[config.mk]
export PLATFORM = sky130hd
export DESIGN_NAME = core_int_ctrl_flat
export DESIGN_NICKNAME = d
export VERILOG_FILES = /design/src/rtl/core_int_ctrl_if.sv /design/src/rtl/core_int_ctrl.sv /design/src/flat_wrapper.sv
export SDC_FILE = /design/constraint.sdc
export NUM_CORES = 1
export LEC_CHECK = 0
export BUFFER_PORTS_ARGS = -buffer_cell sky130_fd_sc_hd__buf_4
export CAP_MARGIN = 5
export CORE_MARGIN = 2
export CORE_UTILIZATION = 59
export DETAILED_ROUTE_END_ITERATION = 12
export GPL_ROUTABILITY_DRIVEN = 0
export GPL_TIMING_DRIVEN = 0
export HOLD_SLACK_MARGIN = 0.06
export PLACE_DENSITY = 0.86
export REMOVE_ABC_BUFFERS = 1
export SYNTH_ARGS = -nofsm -noshare
export SYNTH_HDL_FRONTEND = slang
export SYNTH_SLANG_ARGS = --single-unit
[constraint.sdc]
create_clock -name clock -period 3.55 [get_ports clock]
set_clock_uncertainty 0.05 [all_clocks]
set_input_delay 0.355 -clock clock [delete_from_list [all_inputs] [get_ports clock]]
set_output_delay 0.355 -clock clock [all_outputs]
set_load 0.01 [all_outputs]
[src/rtl/core_int_ctrl_if.sv]
// Register/request bundle between the interrupt controller and its users.
// Latency: n/a (signal bundle only).
// Backpressure: none; strobes are single-cycle and always accepted.
// Signals: src (request lines), addr/wr_en/rd_en/wdata (register port),
//          rdata (registered read data), intr (interrupt to core).
// The core interrupt line is called intr because `int` is a reserved word.
interface core_int_ctrl_if #(
  parameter int NSRC = 8
);
  logic [NSRC-1:0] src;
  logic [1:0]      addr;
  logic            wr_en;
  logic            rd_en;
  logic [7:0]      wdata;
  logic [7:0]      rdata;
  logic            intr;

  // Driver side: peripherals plus the core's I/O path.
  modport master (
    output src, addr, wr_en, rd_en, wdata,
    input  rdata, intr
  );

  // Controller side.
  modport slave (
    input  src, addr, wr_en, rd_en, wdata,
    output rdata, intr
  );
endinterface

[src/rtl/core_int_ctrl.sv]
// Priority interrupt controller: edge-latched requests, mask, vector, single in-service slot.
// Latency: pending 1 cycle after src edge, intr 2 cycles after edge, rdata 1 cycle after rd_en.
// Backpressure: none; every register strobe is acted on in the cycle it is presented.
// Ports: clock, reset (async active-low), bus (slave modport: src, addr, wr_en,
//        rd_en, wdata in; rdata, intr out, both registered).
module core_int_ctrl #(
  parameter int NSRC = 8
) (
  input  logic           clock,
  input  logic           reset,
  core_int_ctrl_if.slave bus
);

  typedef enum logic [1:0] {
    IDLE    = 2'd0,
    ASSERT  = 2'd1,
    SERVICE = 2'd2
  } state_t;

  state_t          state_q, state_d;
  logic [NSRC-1:0] src_q;
  logic [NSRC-1:0] pend_q, pend_d;
  logic [NSRC-1:0] mask_q, mask_d;
  logic [2:0]      insvc_q, insvc_d;
  logic [7:0]      rdata_q, rdata_d;
  logic            int_q;

  logic [NSRC-1:0] act;
  logic [NSRC-1:0] rise;
  logic [2:0]      idx;
  logic            have;
  logic [7:0]      vector;
  logic [7:0]      pend8, mask8, ctrl8;
  logic            vec_rd, eoi;

  assign act    = pend_q & mask_q;
  assign have   = |act;
  assign rise   = bus.src & ~src_q;
  assign vector = have ? {1'b1, 4'b0000, idx} : 8'h00;
  assign pend8  = 8'(pend_q);
  assign mask8  = 8'(mask_q);
  assign ctrl8  = {state_q == ASSERT, state_q == SERVICE, 3'b000, insvc_q};
  assign vec_rd = bus.rd_en && (bus.addr == 2'd2);
  assign eoi    = bus.wr_en && (bus.addr == 2'd3);

  // Lowest active index wins: scan from the top so the last hit is the lowest.
  always_comb begin
    idx = 3'd0;
    for (int i = NSRC - 1; i >= 0; i--) begin
      if (act[i]) idx = 3'(i);
    end
  end

  always_comb begin
    pend_d  = pend_q;
    mask_d  = mask_q;
    insvc_d = insvc_q;
    state_d = state_q;
    rdata_d = rdata_q;

    // Reads see pre-write register values.
    if (bus.rd_en) begin
      unique case (bus.addr)
        2'd0: rdata_d = pend8;
        2'd1: rdata_d = mask8;
        2'd2: rdata_d = (state_q == IDLE) ? 8'h00 : vector;
        default: rdata_d = ctrl8;
      endcase
    end

    if (bus.wr_en && bus.addr == 2'd1) mask_d = bus.wdata[NSRC-1:0];
    if (bus.wr_en && bus.addr == 2'd0) pend_d = pend_d & ~bus.wdata[NSRC-1:0];

    unique case (state_q)
      IDLE: begin
        if (have) state_d = ASSERT;
      end
      ASSERT: begin
        if (vec_rd && have) begin
          insvc_d = idx;
          pend_d  = pend_d & ~(NSRC'(1) << idx);
          state_d = SERVICE;
        end else if (!have) begin
          state_d = IDLE;
        end
      end
      SERVICE: begin
        if (eoi) begin
          state_d = IDLE;
          insvc_d = 3'd0;
        end
      end
      default: state_d = IDLE;
    endcase

    // New edges are applied last so they win over any clear in the same cycle.
    pend_d = pend_d | rise;
  end

  always_ff @(posedge clock or negedge reset) begin
    if (!reset) begin
      state_q <= IDLE;
      src_q   <= '0;
      pend_q  <= '0;
      mask_q  <= '0;
      insvc_q <= 3'd0;
      rdata_q <= 8'h00;
      int_q   <= 1'b0;
    end else begin
      state_q <= state_d;
      src_q   <= bus.src;
      pend_q  <= pend_d;
      mask_q  <= mask_d;
      insvc_q <= insvc_d;
      rdata_q <= rdata_d;
      int_q   <= (state_d == ASSERT);
    end
  end

  assign bus.rdata = rdata_q;
  assign bus.intr  = int_q;

endmodule

[src/flat_wrapper.sv]
// flat-port wrapper written by rule: the top's interface ports become plain ports
module core_int_ctrl_flat 
#(
  parameter int NSRC = 8
)
  (clock, reset, bus_src, bus_addr, bus_wr_en, bus_rd_en, bus_wdata, bus_rdata, bus_intr);
  core_int_ctrl_if #(.NSRC(NSRC)) bus_i ();
  input  logic clock;
  input  logic reset;
  input wire logic [$bits(bus_i.src)-1:0] bus_src;
  input wire logic [$bits(bus_i.addr)-1:0] bus_addr;
  input wire logic [$bits(bus_i.wr_en)-1:0] bus_wr_en;
  input wire logic [$bits(bus_i.rd_en)-1:0] bus_rd_en;
  input wire logic [$bits(bus_i.wdata)-1:0] bus_wdata;
  output wire logic [$bits(bus_i.rdata)-1:0] bus_rdata;
  output wire logic [$bits(bus_i.intr)-1:0] bus_intr;
  assign bus_i.src = bus_src;
  assign bus_i.addr = bus_addr;
  assign bus_i.wr_en = bus_wr_en;
  assign bus_i.rd_en = bus_rd_en;
  assign bus_i.wdata = bus_wdata;
  assign bus_rdata = bus_i.rdata;
  assign bus_intr = bus_i.intr;
  core_int_ctrl #(.NSRC(NSRC)) u_core (.clock(clock), .reset(reset), .bus(bus_i));
endmodule
======== After elaboration in Yosys (flattened, before gate mapping) ========
Cells that the tools add are included.
word-level totals
  register bits ........................... 38
  latch bits .............................. 0
  memory bits (writable) .................. 0
  memory bits (read-only) ................. 0
  output and inout port bits .............. 9
  logic and storage cells ................. 56
  memories kept ........................... 0
operators by class
  $add $sub $neg .......................... 0
  multiply operators ...................... 0
  div/mod/pow operators ................... 0
  $lt $le $gt $ge ......................... 0
  equality and inequality tests ........... 8
  shifts and indexed selects .............. 1
  mux-type cells .......................... 22
  bitwise logic cells ..................... 8
  reduce and logical (&&, ||, !) cells .... 10
operator list
  operator                                          number
  2-to-1 mux 8 bit                                  5
  AND 8 bit                                         4
  2-to-1 mux 3 bit                                  10
  inverter 8 bit                                    3
  one-hot mux 8 bit (3 select lines)                1
  2-to-1 mux 2 bit                                  4
  OR 8 bit                                          1
  OR reduction 8 bit                                1
  << shifter 1 x 3 -> 8 bit (first input constant)  1
  == test 2 x 1 -> 1 bit (second input constant)    3
  == test 2 bit (second input constant)             3
  one-hot mux 2 bit (3 select lines)                1
  one-hot mux 3 bit (2 select lines)                1
  logical AND 1 bit                                 5
  zero test 2 bit                                   2
  inequality test 2 bit (second input constant)     2
  AND reduction 3 bit                               1
  nonzero test 2 bit                                1

======== Longest topological paths before layout ========
Gate-level depths: netlist of the first run.
  depth in word-level cells ............... 15
  mapped depth ............................ 5
  depth with buffers taken out ............ 4

======== Worst setup path after synthesis of the first run ========
Ideal clock, no wire load.
  path type ............................... reg2reg
  start point ............................. reg u_core.mask_q[5] (netlist: u_core.mask8[5])
  end point ............................... reg u_core.pend_q[6] (netlist: u_core.pend8[6])
  library setup time ...................... 122 ps
  arrival time ............................ 1302 ps
  slack ................................... 2077 ps
  cell stages (with the launch flop) ...... 5
  period minus slack after synthesis ...... 1473 ps
  cells stage by stage .................... dfrtp_1 > a22o_4 > nor4_4 > o211ai_1 > a32o_1
on the way
  cells in the longest elaborated chain, start to end .. 13
  elaborated cells between the ends (all ways) .. 15
  classes of those cells .................. shift (1); mux (8); bitwise (4); reduce/logical (2)
ends and longest elaborated chain
  element                        line                  text
  start: declaration             core_int_ctrl.sv:23   logic [NSRC-1:0] mask_q, mask_d;
  start signal: assignment       core_int_ctrl.sv:113  mask_q <= mask_d;
  AND 8 bit (*)                  core_int_ctrl.sv:36   assign act = pend_q & mask_q;
  2-to-1 mux 3 bit (6 in a row)  core_int_ctrl.sv:50   if (act[i]) idx = 3'(i);
  << shifter 1 x 3 -> 8 bit      core_int_ctrl.sv:81   pend_d = pend_d & ~(NSRC'(1) << idx);
  inverter 8 bit                 core_int_ctrl.sv:81
  AND 8 bit                      core_int_ctrl.sv:81
  2-to-1 mux 8 bit (*)           core_int_ctrl.sv:79   if (vec_rd && have) begin
  2-to-1 mux 8 bit (*)           core_int_ctrl.sv:74   unique case (state_q)
  OR 8 bit (*)                   core_int_ctrl.sv:97   pend_d = pend_d | rise;
  net u_core.pend_d[6]           core_int_ctrl.sv:22   logic [NSRC-1:0] pend_q, pend_d;
  end signal: assignment         core_int_ctrl.sv:112  pend_q <= pend_d;
  end: declaration               core_int_ctrl.sv:22
The timed path passes the listed nets; every way through them passes the cells marked *.
A chain may end at the register's enable or synchronous reset.

======== Worst setup path after layout of the first run ========
  start point ............................. reg u_core.mask_q[7] (netlist: u_core.mask8[7])
  end point ............................... reg u_core.insvc_q[1]
on the way
  cells in the longest elaborated chain, start to end .. 11
  elaborated cells between the ends (all ways) .. 15
  classes of those cells .................. eq/ne (1); mux (10); bitwise (1); reduce/logical (3)
ends and longest elaborated chain
  element                             line                  text
  AND 8 bit (*)                       core_int_ctrl.sv:36
  2-to-1 mux 3 bit (8 in a row)       core_int_ctrl.sv:50
  2-to-1 mux 3 bit                    core_int_ctrl.sv:79
  one-hot mux 3 bit (2 select lines)  core_int_ctrl.sv:74
  end signal: assignment              core_int_ctrl.sv:114  insvc_q <= insvc_d;
  end: declaration                    core_int_ctrl.sv:24   logic [2:0] insvc_q, insvc_d;
Mark *: on every way between the ends. The rest lies on a longest branch, timed or not. The select of a mux whose other input is x is not followed.

==> results of run 1 <==
-- report_power, final --
part	internal, mW	switching [mW]	leakage [nW]
sequential	0.503	0.0678	0.433
clock	0.0748	0.132	0.0254
combinational	0.148	0.149	0.518
-- synthesized netlist by cell type, drive strengths merged (2+ instances only) --
cell / instances / share of area
nand4: 2 / 0.0067
a22o: 2 / 0.015
nand3: 6 / 0.019
buf: 5 / 0.018
nor2: 5 / 0.014
o22ai: 6 / 0.020
nand2b: 3 / 0.010
a32oi: 2 / 0.013
mux2: 8 / 0.048
dfrtp: 38 / 0.51
o21ai: 3 / 0.0080
mux2i: 7 / 0.037
nor3b: 2 / 0.011
a22oi: 6 / 0.027
and2: 2 / 0.0067
a21oi: 5 / 0.013
and3b: 2 / 0.0093
a32o: 5 / 0.027
o21a: 3 / 0.012
inv: 11 / 0.022
nor2b: 2 / 0.0067
nand2: 27 / 0.054
a31oi: 3 / 0.010
-- per-layer routing --
metal  vias to the layer above  share of wire  track usage
met4                         0          0.033        0.187
li1                        700              -            -
met1                       735           0.39        0.306
met2                        55           0.51        0.450
met3                        14          0.062       0.0597
met5                         -              0            0
-- cells by family after synthesis --
kind of cell	Yosys count	synth area share
flip-flops	38	0.507
AND/OR/NAND/NOR	56	0.174
AO/OA/AOI/OAI	45	0.191
multiplexers	15	0.0854
buffers and inverters	17	0.0420
-- worst max-delay path, delay by kind of cell (launching register included) --
kind,cells,cell delay [ps]
mux,1,200
simple gates,2,610
compound gates,1,480
flops,1,450
-- final cells by class --
class,instances,area (um^2)
fill,233,805
clock buffer,7,45.0
inverter,11,41.3
tap,44,55.1
timing repair buffer,36,285
multi-input combinational,116,846
sequential,38,951
-- flip-flops by register name, summed over array words and instances, names as in the netlist --
name / cells
u_core.pend8: 8
u_core.mask8: 8
u_core.bus.rdata: 8
u_core.state_q: 2
u_core.src_q: 8
u_core.insvc_q: 3
u_core.bus.intr: 1
-- worst max path at each step --
stage                          startpoint                 to  cells past startpoint
after global placement    u_core.mask8[6]  u_core.insvc_q[0]                      4
after detailed placement      bus_addr[0]    u_core.pend8[2]                      4
after CTS                 u_core.pend8[6]  u_core.insvc_q[1]                      4
final                     u_core.mask8[7]  u_core.insvc_q[1]                      4
after floorplan           u_core.mask8[5]    u_core.pend8[6]                      4
after global routing      u_core.pend8[6]  u_core.insvc_q[0]                      4
-- stage by stage --
stage                     instance area (um^2)  utilization  setup WS [ps]  hold WS (ps)
after detailed placement                  2120        0.700           1820           297
after global routing                      2220        0.734           1550          60.7
after CTS                                 2170        0.718           1750          66.7
final                                     2220        0.734           1670          75.1
after global placement                    2120        0.700           1880           281
after floorplan                           1840            -           2080          9.41
-- what timing repair did --
action,4_1_cts,5_1_grt
endpoints found under the hold margin,38,5
endpoints found under the setup margin,0,0
hold buffers,1,5
==> metrics.md, run 1 <==
| Metric | Value |
|---|---|
| R2R Path Start | `u_core.mask8[7]` |
| CTS root buf | `clkbuf_4` |
| Critical R2R Capture | `u_core.insvc_q[1]` |
| Fin. max-slew vios | `0` |
| Largest net degree at the start of global routing | `39` |
| Reg2reg setup slack | `1670 ps` |
| Max Root-Sink Buffers | `2` |
| Status | `complete, no violations` |
| Crit share post-route | `0.528` |
| All-Layer GR Usage | `0.269` |
| Overall Power | `1.07 mW` |
| Yosys warning count | `0` |
| Most common cell after layout, fill and taps aside | `dfrtp_1` |
| Count of input and output buffers | `30` |
| First DRT Iteration DRCs | `54` |
| Worst EP arrival | `2090 ps` |
| Slew HR | `0.532` |
| Hold Fails Final Rpt | `0` |
| Crit path max fanout | `5` |
| Num Clock Sinks | `38` |
| Final antenna diode count | `0` |
| Placed cells | `239` |
| Routed WL | `4170 um` |
| Post-CTS sizing | `0` |
| Setup_tns | `0 ps` |
| Post-synthesis register bit count | `38` |
| Worst Hold End | `u_core.src_q[0]` |
| Initial Util | `0.619` |
| Leakage Power | `0.977 nW` |
| Critical Path RT | `3770 ps` |
| WHS Path Cells | `1` |
| Pwr/cell area | `483 nW/um^2` |
| Slowest cell on crit path | `a22oi_1` |
| Startpoint Class | `flip-flop` |
| Drt pass-1 iters | `4` |
| Die X | `60.4 um` |
| Routed Antenna Nets | `0` |
| Vias/cell | `5.97` |
| Post-CTS setup buffers | `0` |
| Synthesized area | `1880 um^2` |
| CP Capture Type | `flip-flop` |
| H-tree Lvls | `2` |
| Nets | `230` |
| CTS tree | `done` |
| Vias | `1504` |
| Ys flop type | `dfrtp_1` |
| Chip Height | `60.4 um` |
| Async S/R FF share, synth | `1.00` |
| Layout area overhead | `18.5%` |
| Post-Syn Area per Cell | `11.0 um^2` |
| DP HPWL | `3000 um` |
| Register area share after synthesis | `0.507` |
| Fmax | `533 MHz` |
| Unrepaired setup endpoints after global routing | `no` |
| Peak supply drop | `0.299 mV` |
| CP peak stage delay | `480 ps` |
| Reg clk slew, reported paths | `100 ps` |
| HP Class | `input port to flip-flop` |
| Layout cells sized above 1 | `0.260` |
| Worst r2r path cells | `4` |
| Vias in the first global route | `1568` |
| Wire length per cell | `16.6 um` |
| Mapped Cells | `171` |
| Tightest Pin Transition | `699 ps` |
| Die area | `3650 um^2` |
| Gr ovfl total | `0` |
| Number of synthesized flops with an enable pin | `0` |
| Setup violators final | `0` |
| Initial antenna violation count | `0` |
| Synth cell types | `47` |
| Io pins | `31` |
| Clk Latency, worst-skew pair | `340 ps` |
| First-pass GRT wire length | `7000 um` |
| Most frequent cells in the layout | `dfrtp_1 (38), buf_4 (30), nand2_1 (27)` |
| Residual DRC count | `0` |
| Core Rows | `20` |
| Max_cap viols | `0` |
| Fin cells | `252` |
| Worst Min Path Start | `bus_src[0]` |
| Crit path kind | `flip-flop to flip-flop` |
| Post-layout minimum cycle time | `1880 ps` |
| Core Area | `3030 um^2` |
| TritonCTS Buffers | `5` |
| Sequence of cells on the critical path | `a22oi_1 -> nand4_1 -> nand2_1 -> mux2i_1` |
Power figures use the tool's default switching activity.
==> run 2, diff against run 1 <==
--- a/config.mk
+++ b/config.mk
@@ -8,12 +8,12 @@
 export BUFFER_PORTS_ARGS = -buffer_cell sky130_fd_sc_hd__buf_4
 export CAP_MARGIN = 5
 export CORE_MARGIN = 2
-export CORE_UTILIZATION = 59
+export CORE_UTILIZATION = 55
 export DETAILED_ROUTE_END_ITERATION = 12
 export GPL_ROUTABILITY_DRIVEN = 0
 export GPL_TIMING_DRIVEN = 0
 export HOLD_SLACK_MARGIN = 0.06
-export PLACE_DENSITY = 0.86
+export PLACE_DENSITY = 0.81
 export REMOVE_ABC_BUFFERS = 1
 export SYNTH_ARGS = -nofsm -noshare
 export SYNTH_HDL_FRONTEND = slang
==> constraint.sdc (replaced) <==
create_clock -name clock -period 1.95 [get_ports clock]
set_clock_uncertainty 0.05 [all_clocks]
set_input_delay 0.195 -clock clock [delete_from_list [all_inputs] [get_ports clock]]
set_output_delay 0.195 -clock clock [all_outputs]
set_load 0.01 [all_outputs]
==> run 2 against run 1 <==
Compared with the run above: clock power is 90% higher; largest cell class unchanged; sequential share of layout area is 2.2 points lower; sequential power is 82% higher.
==> metrics.md, run 2 (synthesis results as in run 1) <==
| Metric | Value |
|---|---|
| Critical Path RT | `2160 ps` |
| Worst EP arrival | `1960 ps` |
| Die area | `3890 um^2` |
| Fin cells | `264` |
| Slew HR | `0.605` |
| Nets | `241` |
| Setup_tns | `0 ps` |
| Final antenna diode count | `0` |
| Routed WL | `4110 um` |
| Post-CTS sizing | `0` |
| Crit path kind | `flip-flop to flip-flop` |
| Max Root-Sink Buffers | `2` |
| Tightest Pin Transition | `590 ps` |
| WHS Path Cells | `2` |
| All-Layer GR Usage | `0.234` |
| Crit share post-route | `0.897` |
| Peak supply drop | `0.543 mV` |
| CP Capture Type | `flip-flop` |
| Vias in the first global route | `1599` |
| Initial Util | `0.567` |
| CTS root buf | `clkbuf_4` |
| Startpoint Class | `flip-flop` |
| Layout cells sized above 1 | `0.252` |
| Drt pass-1 iters | `4` |
| Core Area | `3310 um^2` |
| Largest net degree at the start of global routing | `39` |
| Hold Fails Final Rpt | `0` |
| Num Clock Sinks | `38` |
| Most frequent cells in the layout | `dfrtp_1 (38), buf_4 (30), nand2_1 (27)` |
| Post-Layout Inst Area | `2340 um^2` |
| Most common cell after layout, fill and taps aside | `dfrtp_1` |
| Pwr/cell area | `846 nW/um^2` |
| Final core utilization | `0.707` |
| Die X | `62.4 um` |
| Routed Antenna Nets | `0` |
| Count of input and output buffers | `30` |
| Leakage Power | `1.03 nW` |
| First-pass GRT wire length | `7160 um` |
| Reg clk slew, reported paths | `100 ps` |
| Fmax | `572 MHz` |
| Wire length per cell | `15.6 um` |
| # fillers | `276` |
| H-tree Lvls | `2` |
| TritonCTS Buffers | `5` |
| Placed cells | `241` |
| Gate power share | `0.276` |
| First DRT Iteration DRCs | `91` |
| Vias/cell | `5.81` |
| Post-CTS Hold Buffers | `16` |
| Layout area overhead | `24.9%` |
| Met2 Usage GRT | `0.394` |
| Initial antenna violation count | `0` |
| DP HPWL | `2850 um` |
| Switching Share | `0.313` |
| Clk Latency, worst-skew pair | `330 ps` |
| Placed instance area | `2120 um^2` |
| Post-CTS setup buffers | `0` |
| Worst r2r path cells | `4` |
| Residual DRC count | `0` |
| HP Class | `input port to flip-flop` |
| Status | `complete, no violations` |
| Post-layout minimum cycle time | `1750 ps` |
| Chip Height | `62.4 um` |
| Crit path max fanout | `9` |
| Setup violators final | `0` |
| Io pins | `31` |
| Layer with the highest usage | `met2` |
| Vias | `1535` |
| Clock power share | `0.198` |
| Net Sw Power | `0.621 mW` |
| Int Pwr | `1.36 mW` |
| Fin. max-slew vios | `0` |
| CTS tree | `done` |
| Max_cap viols | `0` |
| Unrepaired setup endpoints after global routing | `no` |
| Gr ovfl total | `0` |
| Met1 Usage GRT | `0.294` |
| Core Rows | `21` |
| Reg2reg setup slack | `200 ps` |
| Reg power frac | `0.525` |
| Routing usage on met3 | `0.0595` |
run 2: cell count changes in the layout (fill, tap and decap cells not counted), sizes merged:
cell and delta:
clkbuf -1, dlygate4sd3 +11
run 2: path summary, 6_finish.rpt:
path                                  from                   to
min in group asynchronous            reset  u_core.bus.rdata[4]
min                              bus_rd_en  u_core.bus.rdata[7]
max in group asynchronous            reset      u_core.mask8[2]
max                        u_core.mask8[0]    u_core.insvc_q[0]
min reg2reg                u_core.src_q[3]      u_core.pend8[3]
max reg2reg                u_core.mask8[0]    u_core.insvc_q[0]
run 2: metrics by stage:
stage,hold WS (ps),total power [mW],worst slack (ps)
after floorplan,-151,1.36,477
after global placement,123,1.55,281
after detailed placement,137,1.58,250
after CTS,63.3,1.99,225
after global routing,158,2.11,113
final,144,1.98,201
run 2: critical path, stage by stage, from the launching register on:
cell and delay (ps):
dfrtp_1 460, a22oi_2 410, nand4_1 320, nand2_1 240
mux2i_1 200
run 2: cell type report:
type	count	area (um^2)	area share
flip-flops and latches	38	951	0.406
inverters	11	41.3	0.0176
well taps	46	57.6	0.0246
clock buffers	6	51.3	0.0219
repair buffers	47	395	0.169
multi-input cells	116	846	0.361
run 2: metal layers:
metal	vias to the layer above	share of wire
met5	-	0
met4	0	0.021
met3	9	0.056
met2	46	0.50
met1	757	0.42
li1	723	-
run 2: power groups by stage:
stage               combinational [mW]  clock, mW  sequential (mW)
finish                           0.548      0.393             1.04
global route                     0.609      0.442             1.06
CTS                              0.548      0.401             1.04
detailed placement               0.520          0             1.06
global placement                 0.503          0             1.04
floorplan                        0.324          0             1.04
